==> config.mk <==
export PLATFORM = sky130hd
export DESIGN_NAME = pll_rst_seq
export DESIGN_NICKNAME = d
export VERILOG_FILES = /design/src/rtl/pll_rst_seq_pkg.sv /design/src/rtl/ff_sync.sv /design/src/rtl/pll_rst_seq.sv
export SDC_FILE = /design/constraint.sdc
export NUM_CORES = 1
export LEC_CHECK = 0
export CAP_MARGIN = 20
export CORE_MARGIN = 3
export CORE_UTILIZATION = 51
export DETAILED_ROUTE_END_ITERATION = 12
export DONT_BUFFER_PORTS = 1
export PLACE_DENSITY = 0.66
export SETUP_SLACK_MARGIN = 0.2
export SYNTH_ARGS = -nofsm -noshare
export SYNTH_HDL_FRONTEND = slang
export SYNTH_HIERARCHICAL = 1
export SYNTH_SLANG_ARGS = --single-unit
==> constraint.sdc <==
create_clock -name clk -period 2.7 [get_ports clk]
set_clock_uncertainty 0.2 [all_clocks]
set_input_delay 0.27 -clock clk [delete_from_list [all_inputs] [get_ports clk]]
set_output_delay 0.27 -clock clk [all_outputs]
set_load 0.05 [all_outputs]
==> src/rtl/pll_rst_seq_pkg.sv <==
// Shared types and sizing helpers for the PLL reset sequencer.
package pll_rst_seq_pkg;

    typedef enum logic [2:0] {
        IDLE    = 3'd0,
        FILTER  = 3'd1,
        HOLD    = 3'd2,
        RELEASE = 3'd3,
        RUN     = 3'd4
    } seq_state_t;

    // One counter covers filter, hold and stagger phases, so size it for the longest.
    function automatic int cnt_width(input int a, input int b, input int c);
        int m;
        m = a;
        if (b > m) m = b;
        if (c > m) m = c;
        return (m > 1) ? $clog2(m) : 1;
    endfunction

endpackage

==> src/rtl/ff_sync.sv <==
// N-stage single-bit synchronizer with synchronous active-low clear.
module ff_sync #(
    parameter int STAGES = 2
) (
    input  logic clk,
    input  logic rst_n,
    input  logic d,
    output logic q
);

    logic [STAGES-1:0] sync_p;

    always_ff @(posedge clk) begin
        if (!rst_n) begin
            sync_p <= '0;
        end else begin
            sync_p[0] <= d;
            for (int i = 1; i < STAGES; i++) begin
                sync_p[i] <= sync_p[i-1];
            end
        end
    end

    assign q = sync_p[STAGES-1];

endmodule

==> src/rtl/pll_rst_seq.sv <==
// Filters PLL lock, then releases active-low domain resets in staggered order;
// re-asserts them on lock loss or software request and counts lock losses.
module pll_rst_seq
    import pll_rst_seq_pkg::*;
#(
    parameter int LOCK_FILT = 1024,
    parameter int RST_HOLD  = 256,
    parameter int NRST      = 4,
    parameter int STAGGER   = 16,
    parameter int CNT_W     = 8
) (
    input  logic             clk,
    input  logic             rst_n,
    input  logic             locked,
    input  logic             req,
    output logic [NRST-1:0]  rst_o_n,
    output logic             ready,
    output logic [CNT_W-1:0] loss_cnt
);

    localparam int CW = cnt_width(LOCK_FILT, RST_HOLD, STAGGER);
    localparam logic [CW-1:0]   FILT_LAST = CW'(LOCK_FILT - 1);
    localparam logic [CW-1:0]   HOLD_LAST = CW'(RST_HOLD - 1);
    localparam logic [CW-1:0]   STAG_LAST = CW'(STAGGER - 1);
    localparam logic [NRST-1:0] ALL_REL   = '1;

    seq_state_t       state, state_nx;
    logic [CW-1:0]    cnt, cnt_nx;
    logic [NRST-1:0]  rst_vec, rst_nx, rel_next;
    logic             ready_q, ready_nx;
    logic [CNT_W-1:0] loss_q, loss_nx;
    logic             lk_s;

    function automatic logic [CNT_W-1:0] sat_inc(input logic [CNT_W-1:0] v);
        return (&v) ? v : v + CNT_W'(1);
    endfunction

    ff_sync #(.STAGES(2)) u_lock_sync (
        .clk   (clk),
        .rst_n (rst_n),
        .d     (locked),
        .q     (lk_s)
    );

    // Bit 0 is released first; each release shifts one more 1 in from the bottom.
    assign rel_next = (rst_vec << 1) | NRST'(1);

    always_ff @(posedge clk) begin
        if (!rst_n) begin
            state   <= IDLE;
            cnt     <= '0;
            rst_vec <= '0;
            ready_q <= 1'b0;
            loss_q  <= '0;
        end else begin
            state   <= state_nx;
            cnt     <= cnt_nx;
            rst_vec <= rst_nx;
            ready_q <= ready_nx;
            loss_q  <= loss_nx;
        end
    end

    always_comb begin
        state_nx = state;
        cnt_nx   = cnt;
        unique case (state)
            IDLE: begin
                if (lk_s) begin
                    state_nx = FILTER;
                    cnt_nx   = '0;
                end
            end
            FILTER: begin
                if (!lk_s) begin
                    state_nx = IDLE;
                    cnt_nx   = '0;
                end else if (cnt == FILT_LAST) begin
                    state_nx = HOLD;
                    cnt_nx   = '0;
                end else begin
                    cnt_nx = cnt + CW'(1);
                end
            end
            HOLD: begin
                if (!lk_s) begin
                    state_nx = IDLE;
                    cnt_nx   = '0;
                end else if (cnt == HOLD_LAST) begin
                    state_nx = (rel_next == ALL_REL) ? RUN : RELEASE;
                    cnt_nx   = '0;
                end else begin
                    cnt_nx = cnt + CW'(1);
                end
            end
            RELEASE: begin
                if (!lk_s) begin
                    state_nx = IDLE;
                    cnt_nx   = '0;
                end else if (cnt == STAG_LAST) begin
                    if (rel_next == ALL_REL) state_nx = RUN;
                    cnt_nx = '0;
                end else begin
                    cnt_nx = cnt + CW'(1);
                end
            end
            RUN: begin
                // Lock loss takes priority over a simultaneous software request.
                if (!lk_s) begin
                    state_nx = IDLE;
                    cnt_nx   = '0;
                end else if (req) begin
                    state_nx = HOLD;
                    cnt_nx   = '0;
                end
            end
            default: begin
                state_nx = IDLE;
                cnt_nx   = '0;
            end
        endcase
    end

    always_comb begin
        rst_nx   = rst_vec;
        loss_nx  = loss_q;
        ready_nx = (state_nx == RUN);
        unique case (state)
            HOLD: begin
                if (lk_s && cnt == HOLD_LAST) rst_nx = rel_next;
                else                          rst_nx = '0;
            end
            RELEASE: begin
                if (!lk_s) begin
                    rst_nx  = '0;
                    loss_nx = sat_inc(loss_q);
                end else if (cnt == STAG_LAST) begin
                    rst_nx = rel_next;
                end
            end
            RUN: begin
                if (!lk_s) begin
                    rst_nx  = '0;
                    loss_nx = sat_inc(loss_q);
                end else if (req) begin
                    rst_nx = '0;
                end
            end
            default: rst_nx = '0;
        endcase
    end

    assign rst_o_n  = rst_vec;
    assign ready    = ready_q;
    assign loss_cnt = loss_q;

endmodule

=== Word-level counts from Yosys, hierarchy flattened ===
Index checks and enable logic that the tools add are counted.

* Register bits: 28
* Bits of input ports: 4
* Output and inout bits: 13
* Logic and storage cells: 57

* Add/sub/neg operators: 2
* Eq/ne operators: 12
* Muxes and demuxes: 28
* Bitwise logic cells: 2
* Reduce and logical (&&, ||, !) cells: 7

{| class="wikitable"
|+ Operator list
! cell !! number
|-
| $mux W10 || 9
|-
| $pmux W10 S5 || 1
|-
| $mux W3 || 11
|-
| $mux W4 || 5
|-
| $pmux W3 S5 || 1
|-
| $pmux W4 S3 || 1
|-
| $add A10 B1 Y10 const B || 1
|-
| $eq A10 B10 Y1 const B || 1
|-
| $eq A10 B4 Y1 const B || 1
|-
| $eq A10 B8 Y1 const B || 1
|-
| $eq A3 B3 Y1 const B || 3
|-
| $add A8 B1 Y8 const B || 1
|-
| $reduce_and A8 Y1 || 1
|-
| $eq A3 B2 Y1 const B || 2
|-
| $ne A3 B3 Y1 const B || 2
|-
| $reduce_and A2 Y1 || 2
|-
| $eq A3 B1 Y1 const B || 1
|-
| $logic_not A3 Y1 || 1
|-
| $reduce_and A3 Y1 || 1
|-
| $ne A2 B1 Y1 const B || 1
|-
| $not A1 Y1 || 2
|-
| $reduce_or A2 Y1 || 1
|-
| $logic_and A1 B1 Y1 || 1
|}

=== Logic depth before layout (Yosys ltp) ===
Gate-level depths: netlist of the first run.

* Depth in word-level cells: 6
* Gate-level depth with buffers: 6
* Gate-level depth less buffers: 5

=== Modules after synthesis ===
Netlist of the first run, hierarchy kept.

{| class="wikitable"
|+ By module, submodules not included
! module !! times used !! cells each !! area each (um2) !! sequential area each (um2)
|-
| pll_rst_seq || 1 || 172 || 1,501.4 || 520.5
|-
| ff_sync || 1 || 4 || 52.6 || 40.0
|}

=== Worst setup path before layout of the first run ===
Ideal clock, no wire load.

* Kind: reg-to-reg
* Start point: register loss_q[0], in the netlist loss_cnt[0]
* End point: register loss_q[1], in the netlist loss_cnt[1]
* Library setup time: 0.128 ns
* Data arrival time: 1.831 ns
* Data required time: 2.372 ns
* Setup slack: 0.541 ns
* Cell stages (with the launch flop): 7
* Path buffers: 1
* Clock period less this slack: 2.159 ns
* Cell sequence: dfxtp_1 -> ha_1 -> nand3_1 -> o221ai_1 -> clkbuf_1 -> mux2i_1 -> nor2_1

* Cells in the longest elaborated chain, start to end: 3
* Elaborated cells between the ends (all ways): 4
* Those cells by class: add/sub: 1; bitwise: 1; reduce/logical: 2

{| class="wikitable"
|+ Ends and longest elaborated chain
! element !! RTL line !! source
|-
| from (decl) || pll_rst_seq.sv:31 || <nowiki>logic [CNT_W-1:0] loss_q, loss_nx;</nowiki>
|-
| from (signal assigned) || pll_rst_seq.sv:60 || <nowiki>loss_q <= loss_nx;</nowiki>
|-
| branches (longest 3 deep; another with $add A8 B1 Y8) || - ||
|}

Parallel ways; which one is timed is not known.
A chain may end at the register's enable or synchronous reset.

=== Worst setup path after layout of the first run ===
* Start point: register state[0]
* End point: register cnt[5]

* Cells in the longest elaborated chain, start to end: 3
* Elaborated cells between the ends (all ways): 9
* Those cells by class: eq/ne: 6; mux: 1; reduce/logical: 2

{| class="wikitable"
|+ Ends and longest elaborated chain
! element !! RTL line !! source
|-
| from (decl) || pll_rst_seq.sv:27 || <nowiki>seq_state_t state, state_nx;</nowiki>
|-
| from (signal assigned) || pll_rst_seq.sv:56 || <nowiki>state <= state_nx;</nowiki>
|-
| $eq A3 B3 Y1 / $logic_not A3 Y1 (equally long branches) || pll_rst_seq.sv:67 || <nowiki>unique case (state)</nowiki>
|-
| $ne A3 B3 Y1 (no line) / $ne A2 B1 Y1 (equally long branches) || - ||
|-
| $reduce_and A2 Y1 (no line) || - ||
|-
| to (signal assigned) || pll_rst_seq.sv:57 || <nowiki>cnt <= cnt_nx;</nowiki>
|-
| to (decl) || pll_rst_seq.sv:28 || <nowiki>logic [CW-1:0] cnt, cnt_nx;</nowiki>
|}

Several ways; a longest one is shown, not always the timed one.

==> results of run 1 <==
-- metrics by stage --
stage                     cells  total power [mW]  area [um2]  hold WS [ns]  setup slack [ns]
after floorplan             176            0.4432        1554        0.1917            0.5414
after detailed placement    200            0.4454        1573        0.1979            0.5700
after global placement      200            0.4447        1573        0.1929            0.6365
after global routing        206            0.7451        1645     0.0003150            0.3732
after CTS                   206            0.7213        1645      0.003752            0.5185
final                       207            0.7177        1648       0.01224            0.5009
-- layer usage --
metal | up-vias | global-route usage, % | wire length (um)
met2 | 39 | 32.93 | 1626
met4 | 0 | 6.192 | 29
met1 | 674 | 28.30 | 1662
met5 | - | 0 | 0
met3 | 2 | 7.338 | 200
li1 | 696 | - | -
-- critical path: stages (launching register included) --
cell and delay [ns]:
dfxtp_1 0.57, nor2_1 0.19, o21a_1 0.33, or4_1 0.54
a221oi_1 0.28
-- Yosys cell counts (2+ instances only) --
| cell type | instances |
|---|---|
| a31oi_1 | 4 |
| ha_1 | 2 |
| and3b_1 | 2 |
| o311ai_0 | 2 |
| a221oi_1 | 5 |
| nand2_1 | 9 |
| a41oi_1 | 3 |
| or4_1 | 9 |
| and2_1 | 9 |
| dfxtp_1 | 28 |
| and3_1 | 2 |
| nor2_1 | 8 |
| or3_1 | 3 |
| a21oi_1 | 11 |
| nand4b_1 | 2 |
| nand4_1 | 4 |
| inv_1 | 6 |
| o21a_1 | 3 |
| buf_2 | 3 |
| clkbuf_1 | 6 |
| nor3b_1 | 2 |
| a32o_1 | 2 |
| o21ai_0 | 4 |
| nand3_1 | 7 |
| o31ai_1 | 10 |
| nor2b_1 | 2 |
-- power by group --
part	internal (mW)	switching [mW]
combinational	0.00659	0.0161
clock	0.150	0.127
sequential	0.415	0.00269
total	0.572	0.145
-- cells in the final DEF, fill, tap and decap left out, drive strengths merged, types with 2 or more instances in the layout --
cell | synthesis | final
nor2b | 2 | 2
nand2 | 9 | 9
nand3 | 7 | 7
a31oi | 4 | 4
dlygate4sd3 | 0 | 2
nor3b | 2 | 2
clkbuf | 7 | 3
buf | 4 | 4
and4b | 2 | 2
nand4b | 2 | 2
nor4 | 2 | 2
o311ai | 2 | 2
inv | 6 | 6
o21a | 3 | 3
a41oi | 3 | 3
o21ai | 4 | 4
and3 | 2 | 2
and3b | 2 | 2
ha | 2 | 2
nor2 | 8 | 8
nand4 | 4 | 4
o31ai | 10 | 10
or4 | 9 | 9
a221oi | 6 | 6
or3 | 3 | 3
a32o | 2 | 2
and2 | 9 | 9
a21oi | 11 | 11
dfxtp | 28 | 28
-- logic make-up after synthesis --
group,count (synthesis),share of synthesized area (%)
AO/OA/AOI/OAI,56,26.73
flip-flops,28,36.07
AND/OR/NAND/NOR,70,28.98
XOR/XNOR,1,0.5637
multiplexers,2,1.369
adder cells (fa/ha/maj),2,1.610
buffers and inverters,17,4.669
-- cell type report --
class                           count  share of cell area, %
Clock buffer                        3                  1.367
Multi-Input combinational cell    131                  55.88
Antenna cell                        1                 0.1519
Inverter                            6                  1.367
Sequential cell                    28                  34.02
Timing Repair Buffer                6                  3.037
Clock inverter                      1                  1.822
Tap cell                           31                  2.354
-- registers in the layout (all words and copies together) (netlist names) --
signal and flops:
u_lock_sync/sync_p 2, loss_cnt 8, state 3, cnt 10
rst_o_n 4, ready 1
-- timing repair --
item / in CTS / in global routing
hold buffers: 2 / 0
setup endpoints to repair: 0 / 0
endpoints found under the hold margin: 11 / 0
-- how the worst min path moves through the flow --
stage	from	end	slack (ns)	cells past startpoint
floorplan	locked	u_lock_sync/sync_p[0]	0.19	1
global placement	rst_n	rst_o_n[0]	0.19	1
detailed placement	locked	u_lock_sync/sync_p[0]	0.20	1
CTS	rst_n	rst_o_n[3]	0.004	2
global route	rst_n	cnt[3]	0.0003	3
finish	rst_n	cnt[3]	0.01	3
==> out/metrics.yaml, run 1 <==
crit_path_max_fanout: 18
cts_buffer_depth: 2
crit_arrival_ns: 2.24
startpoint: "state[0]"
yosys_warnings: 6
max_slew.worst_pin.slew_ns: 0.6677
hold_path_class: "input port to flip-flop"
first_pass_iters: 4
synth_top_area_cell: "dfxtp_1"
fillCellCount: 263
ys_seq_area_share_pct: 36.07
yosys.cell_types.count: 54
wl_um: 3519
viasPerCell: 6.816
worstReg2RegEnd: "cnt[5]"
cts.clk_slew.worst_paths_ns: 0.15
cts_buffers: 3
status: "completed"
drt_iter0_drc: 105
ys_ff_latch: 28
multi_input_area_um2: 920.9
path_class: "flip-flop to flip-flop"
tns_ns: 0
coreArea_um2: 2829
seq_area_um2: 560.5
wl_per_cell_um: 17.00
synth-edff-count: 0
fmax_ghz: 0.4547
relSlewSlack_pct: 55.48
end_kind: "flip-flop"
min_period_over_period_pct: 81.45
reg2reg_slack_ns: 0.50
ir_drop_v: 0.0004255
synth_area_leaders: "dfxtp_1 (36%), o31ai_1 (4.8%), or4_1 (4.3%), and2_1 (3.6%), a21oi_1 (3.5%)"
antenna_found_initial: 0
dieArea_um2: 3745
grt_pass1_vias: 1327
root_buffer: "clkbuf_4"
final_util_pct: 58.25
port_buffers: 0
grt_pass1_wl_um: 6099
ant_nets: 0
synthFlopType: "dfxtp_1"
vias: 1411
crit_end: "cnt[5]"
finalHoldViolCount: 0
die_h_um: 61.20
io_pins: 17
clock_latency_ns: 0.33
synth_fp_nets: 182
avgSynthCellArea_um2: 8.829
regToRegStartpoint: "state[0]"
layout_min_cycle_time_ns: 2.199
startpoint_type: "flip-flop"
initial_core_util_pct: 54.93
rr_worst_depth: 4
p_leak_nw: 0.5359
gp_congestion: 0.9313
ctsHtreeMaxLevel: 1
post-cts-setup-buffers: 0
netlist.area_leader.share_pct: 36.07
gr-total-overflow: 0
syn_to_final_growth_pct: 6.039
nNetsFinal: 182
drive_above_1_share_pct: 8.571
powerDensity_nw_per_um2: 435.6
synthArstFlopShare_pct: 0
post-route-drc-count: 0
track_usage_pct: 21.36
setup_viol: 0
cts_resized: 0
syn_inst: 176
maxCapViolCount: 0
clock-sinks: 28
synth_area_um2: 1554
rows: 19
critPathRequiredTime_ns: 2.74
die_w_um: 61.20
hpwlAfterDp_um: 2458
cts_tree: "done"
grt_max_degree: 19
slew_viol_final: 0
rsz0062_at_grt: "false"
Note: power is estimated with default switching activity, not from simulation.
==> run 2, diff against run 1 <==
ABC_AREA = 1   (was not set)
PLACE_DENSITY = 0.69   (was 0.66)
clock period = 2 ns   (was 2.7 ns; I/O delays follow)
==> run 2 against run 1 <==
  * The run now ends with hold timing left
  * Combinational power rose by 97%
  * Utilization rose by 6.8 points
  * Via count rose by 8.3%
  * Hold slack got worse by 0.25 ns
  * Area after synthesis rose by 1.1%
  * Highest routed layer unchanged
==> out/metrics.yaml, run 2 <==
status: "finished, violations left"
violations: "hold timing"
synth_most_common_cell: "nand2_1"
syn_inst: 226
cts.clk_slew.worst_paths_ns: 0.15
ctsHoldBuffers: 3
grt_max_degree: 17
ant_nets: 0
min_period_over_period_pct: 85.50
fillCellCount: 255
crit_path_max_fanout: 5
finalHoldViolCount: 14
synth_top_family_by_area: "simple AND/OR/NAND/NOR gates"
synth-edff-count: 0
syn_to_final_growth_pct: 18.07
synth_common_cells: "nand2_1 (47), inv_1 (31), dfxtp_1 (28), nand3_1 (28), nor2_1 (20)"
wl_um: 3775
hpwlAfterDp_um: 2763
synth_mux_area_share_pct: 0
antenna_found_initial: 0
final_cell_mix: "nand2_1 (46), inv_1 (31), nand3_1 (26)"
synthFlopType: "dfxtp_1"
powerDensity_nw_per_um2: 529.0
met2_wirelength_um: 1871
regMostFlops: "cnt"
ir_drop_v: 0.0004330
vias: 1528
ctsHtreeMaxLevel: 1
synth_top_area_cell: "dfxtp_1"
netlist.area_leader.share_pct: 35.67
critPathBufInv: 0
dieArea_um2: 3783
grt_pass1_wl_um: 6375
fmax_ghz: 0.5848
tns_ns: 0
synth_area_leaders: "dfxtp_1 (36%), nand2_1 (11%), nand3_1 (8.9%), inv_1 (7.4%), a21oi_1 (5.1%)"
ys_seq_area_share_pct: 35.67
p_leak_nw: 0.8005
startpoint_type: "flip-flop"
synthArstFlopShare_pct: 0
whs_ns: -0.2408
crit_arrival_ns: 1.75
layout_min_cycle_time_ns: 1.710
largest_reg_flops: 10
setup_viol: 0
crit_family: "simple AND/OR/NAND/NOR gates"
die_w_um: 61.51
cts_buffer_depth: 2
first_pass_iters: 4
yosys.cell_types.count: 29
slew_viol_final: 0
drive_above_1_share_pct: 24.39
gr-total-overflow: 0
port_buffers: 0
layout_commonest_cell: "nand2_1"
avgSynthCellArea_um2: 6.954
hold_path_class: "input port to flip-flop"
initial_core_util_pct: 55.09
die_h_um: 61.51
synth_xor_area_share_pct: 2.787
cts_tree: "done"
relSlewSlack_pct: 65.97
cts_buffers: 3
critPathRequiredTime_ns: 2.04
grt_pass1_vias: 1450
crit_chain: "ha_2 -> nand2_1 -> nor2_4 -> nand3_2 -> nand2_4 -> nand4_4 -> nand2_4 -> nor2_2"
synth_compound_area_share_pct: 9.713
crit_path_frequent_cell: "nand2_4"
routed.top_layer: "met4"
nNetsFinal: 253
yosys.area_share.simple_pct: 40.92
drt_iter0_drc: 112
root_buffer: "clkbuf_4"
slowest_delay_ns: 0.38
ys_ff_latch: 28
gp_congestion: 0.8854
wl_met3_um: 238
critPathSlowestCell: "dfxtp_2"
maxCapViolCount: 0
end_kind: "flip-flop"
coreArea_um2: 2853
path_class: "flip-flop to flip-flop"
rows: 19
met1_length_um: 1605
track_usage_pct: 22.51
yosys_warnings: 6
synth_fp_nets: 232
io_pins: 17
clock_latency_ns: 0.33
post-route-drc-count: 0
diodes: 0
synth_area_um2: 1572
clock-sinks: 28
viasPerCell: 5.516
rsz0062_at_grt: "true"
synth_fa_ha_area_share_pct: 1.592
wl_per_cell_um: 13.63
max_slew.worst_pin.slew_ns: 0.5097
run 2: cell count changes in the layout (fill, tap and decap cells not counted), sizes merged, moves of 9 or more:
| cell | delta |
|---|---|
| nand2 | +44 |
| inv | +29 |
| nand3 | +24 |
| nor2 | +20 |
| buf | +11 |
| and2 | -9 |
| o31ai | -9 |
| or4 | -9 |
run 2: kinds of logic (layout without fill, tap and decap cells):
family                     after synthesis  count (layout)
and+or+nand+nor                        127             127
xor gates and xnor gates                 5               5
adders and majority gates                2               2
AOI/OAI and AO/OA                       26              26
DFF                                     28              28
buffers and inverters                   38              58
run 2: layout make-up:
| type | count | area, um2 | share of cell area [%] |
|---|---|---|---|
| Multi-Input combinational cell | 160 | 907.1 | 48.89 |
| Tap cell | 31 | 38.79 | 2.090 |
| Sequential cell | 28 | 576.8 | 31.09 |
| Inverter | 36 | 137.6 | 7.417 |
| Clock buffer | 3 | 22.52 | 1.214 |
| Timing Repair Buffer | 18 | 142.6 | 7.687 |
| Clock inverter | 1 | 30.03 | 1.618 |
run 2: through the flow:
stage / cell area, um2 / instances / total power [mW] / setup WS, ns / utilization (%)
global route: 1856 / 277 / 1.020 / 0.1884 / 65.04
floorplan: 1580 / 226 / 0.6101 / 0.2039 / -
detailed placement: 1700 / 267 / 0.6159 / 0.1771 / 59.61
global placement: 1700 / 267 / 0.6134 / 0.2948 / 59.61
CTS: 1785 / 274 / 0.9901 / 0.2006 / 62.59
finish: 1856 / 277 / 0.9815 / 0.2901 / 65.04
run 2: layer usage:
layer | global-route usage (%) | vias up
met5 | 0 | -
met4 | 5.455 | 0
met3 | 5.660 | 8
met2 | 39.01 | 54
met1 | 27.81 | 698
li1 | - | 768
run 2: final timing paths:
kind	from	end	slack, ns	cells after the start
worst max register to register	cnt[1]	cnt[5]	0.29	8
worst min register to register	state[0]	state[0]	0.35	2
worst max-delay path	cnt[1]	cnt[5]	0.29	8
worst min-delay path	rst_n	cnt[8]	-0.24	2
run 2: timing repair:
| item | 4_1_cts | 5_1_grt |
|---|---|---|
| gates resized for setup | 1 | 15 |
| gates cloned | 0 | 0 |
| hold endpoints to repair | 16 | 14 |
| setup endpoints to repair | 8 | 23 |
| pin swaps | 0 | 2 |
| setup buffers | 0 | 3 |
run 2: power breakdown:
part | internal [mW] | switching [mW]
clock | 0.203 | 0.169
sequential | 0.560 | 0.00484
combinational | 0.0155 | 0.0293
total | 0.778 | 0.203
==> run 3, diff against run 2 <==
CORE_UTILIZATION = 40   (was 51)
PLACE_DENSITY = not set   (was 0.69)
==> run 3 against run 2 <==
  * The run now ends clean
  * Combinational power is 7.1% higher
  * Flip-flop and latch count stayed put
  * Clock power is 15% lower
  * Largest power group unchanged
  * Cell area is 1.0% higher
  * Via count is 4.5% lower
  * Utilization is 15 points lower
  * Hold slack better by 0.30 ns
  * Die area is 25% higher
==> out/metrics.yaml, run 3 (synthesized netlist as in run 2, its figures left out) <==
cts_buffer_depth: 2
regMostFlops: "cnt"
relSlewSlack_pct: 61.69
grt_max_degree: 16
slowest_delay_ns: 0.36
p_leak_nw: 0.8008
initial_core_util_pct: 42.29
status: "completed"
gp_congestion: 0.8861
drive_above_1_share_pct: 22.22
track_usage_pct: 16.59
clock-sinks: 28
fmax_ghz: 0.5829
die_w_um: 68.68
root_buffer: "clkbuf_8"
largest_reg_flops: 10
critPathRequiredTime_ns: 1.97
setup_viol: 0
grt_pass1_vias: 1305
hold_path_class: "input port to flip-flop"
path_class: "flip-flop to flip-flop"
rsz0062_at_grt: "false"
nNetsFinal: 250
startpoint_type: "flip-flop"
io_pins: 17
hpwlAfterDp_um: 2585
die_h_um: 68.68
slew_viol_final: 0
drt_iter0_drc: 94
post-cts-setup-buffers: 0
critPathSlowestCell: "dfxtp_2"
report.power.total_mw: 0.9277
cts_tree: "done"
vias: 1459
ir_drop_v: 0.0004124
cts.clk_slew.worst_paths_ns: 0.10
clock_latency_ns: 0.28
maxCapViolCount: 0
syn_to_final_growth_pct: 19.27
end_kind: "flip-flop"
crit_chain: "ha_2 -> nand2_1 -> nor2_4 -> nand3_4 -> nand2_2 -> nand4_4 -> nand2_4 -> nor2_2"
wl_per_cell_um: 12.11
crit_family: "simple AND/OR/NAND/NOR gates"
cts_buffers: 3
viasPerCell: 5.014
wl_um: 3523
min_period_over_period_pct: 85.78
layout_min_cycle_time_ns: 1.716
first_pass_iters: 4
port_buffers: 0
antenna_found_initial: 0
crit_arrival_ns: 1.69
grt_pass1_wl_um: 5885
finalHoldViolCount: 0
ctsHtreeMaxLevel: 1
layout_commonest_cell: "nand2_1"
critPathBufInv: 0
dieArea_um2: 4717
tns_ns: 0
fillCellCount: 376
rows: 22
diodes: 0
max_slew.worst_pin.slew_ns: 0.5727
post-route-drc-count: 0
powerDensity_nw_per_um2: 495.0
final_cell_mix: "nand2_1 (46), inv_1 (31), nand3_1 (26)"
coreArea_um2: 3716
gr-total-overflow: 0
ant_nets: 0
crit_path_max_fanout: 5
==> run 3: cell count changes in the layout (fill, tap and decap cells not counted), sizes merged <==
cell / previous run / this run
bufinv: 1 / 0
buf: 15 / 12
clkinv: 1 / 2
==> run 3: per-stage QoR <==
stage          setup WS [ns]  hold slack (ns)  util, %  area (um2)  cells
3_5_place_dp          0.1721           0.1029    46.33        1722    284
3_3_place_gp          0.2304          0.09911    46.33        1722    284
2_1_floorplan         0.2039          0.09345        -        1580    226
4_1_cts               0.2002          0.07638    48.48        1802    291
6_report              0.2843          0.05794    50.44        1874    291
5_1_grt               0.1851          0.09574    50.44        1874    291
==> run 3: final timing paths <==
kind,start,endpoint,slack [ns],cells past startpoint
worst max register to register,cnt[0],cnt[5],0.28,8
worst min register to register,u_lock_sync/sync_p[0],u_lock_sync/sync_p[1],0.22,2
worst max-delay path,cnt[0],cnt[5],0.28,8
worst min-delay path,rst_n,state[1],0.06,2
==> run 3: routing by layer <==
layer | wire (um) | global-route usage, % | part of all wire [%] | vias to the layer above
met2 | 1677 | 26.82 | 48 | 39
met5 | 0 | 0 | 0 | -
met3 | 182 | 3.566 | 5.2 | 4
li1 | - | - | - | 768
met1 | 1628 | 21.92 | 46 | 648
met4 | 35 | 5.211 | 0.99 | 0
==> run 3: layout make-up <==
| cell class | instances | area, um2 | area share (%) |
|---|---|---|---|
| multi-input cells | 160 | 938.4 | 50.07 |
| flip-flops and latches | 28 | 573.1 | 30.57 |
| inverters | 36 | 137.6 | 7.343 |
| well taps | 48 | 60.06 | 3.204 |
| clock inverters | 1 | 3.754 | 0.2003 |
| clock buffers | 3 | 41.29 | 2.203 |
| repair buffers | 15 | 120.1 | 6.409 |
==> run 3: where the power goes <==
| part | switching, mW | leakage, nW | internal, mW |
|---|---|---|---|
| registers | 0.00474 | 0.230 | 0.559 |
| logic | 0.0325 | 0.548 | 0.0155 |
| clock network | 0.178 | 0.0231 | 0.138 |
| total | 0.215 | 0.801 | 0.713 |
==> run 3: timing repair <==
action / 4_1_cts / 5_1_grt
hold buffers: 3 / 0
pin swaps: 0 / 2
endpoints found under the hold margin: 16 / 0
setup endpoints to repair: 3 / 24
gates resized for setup: 1 / 17
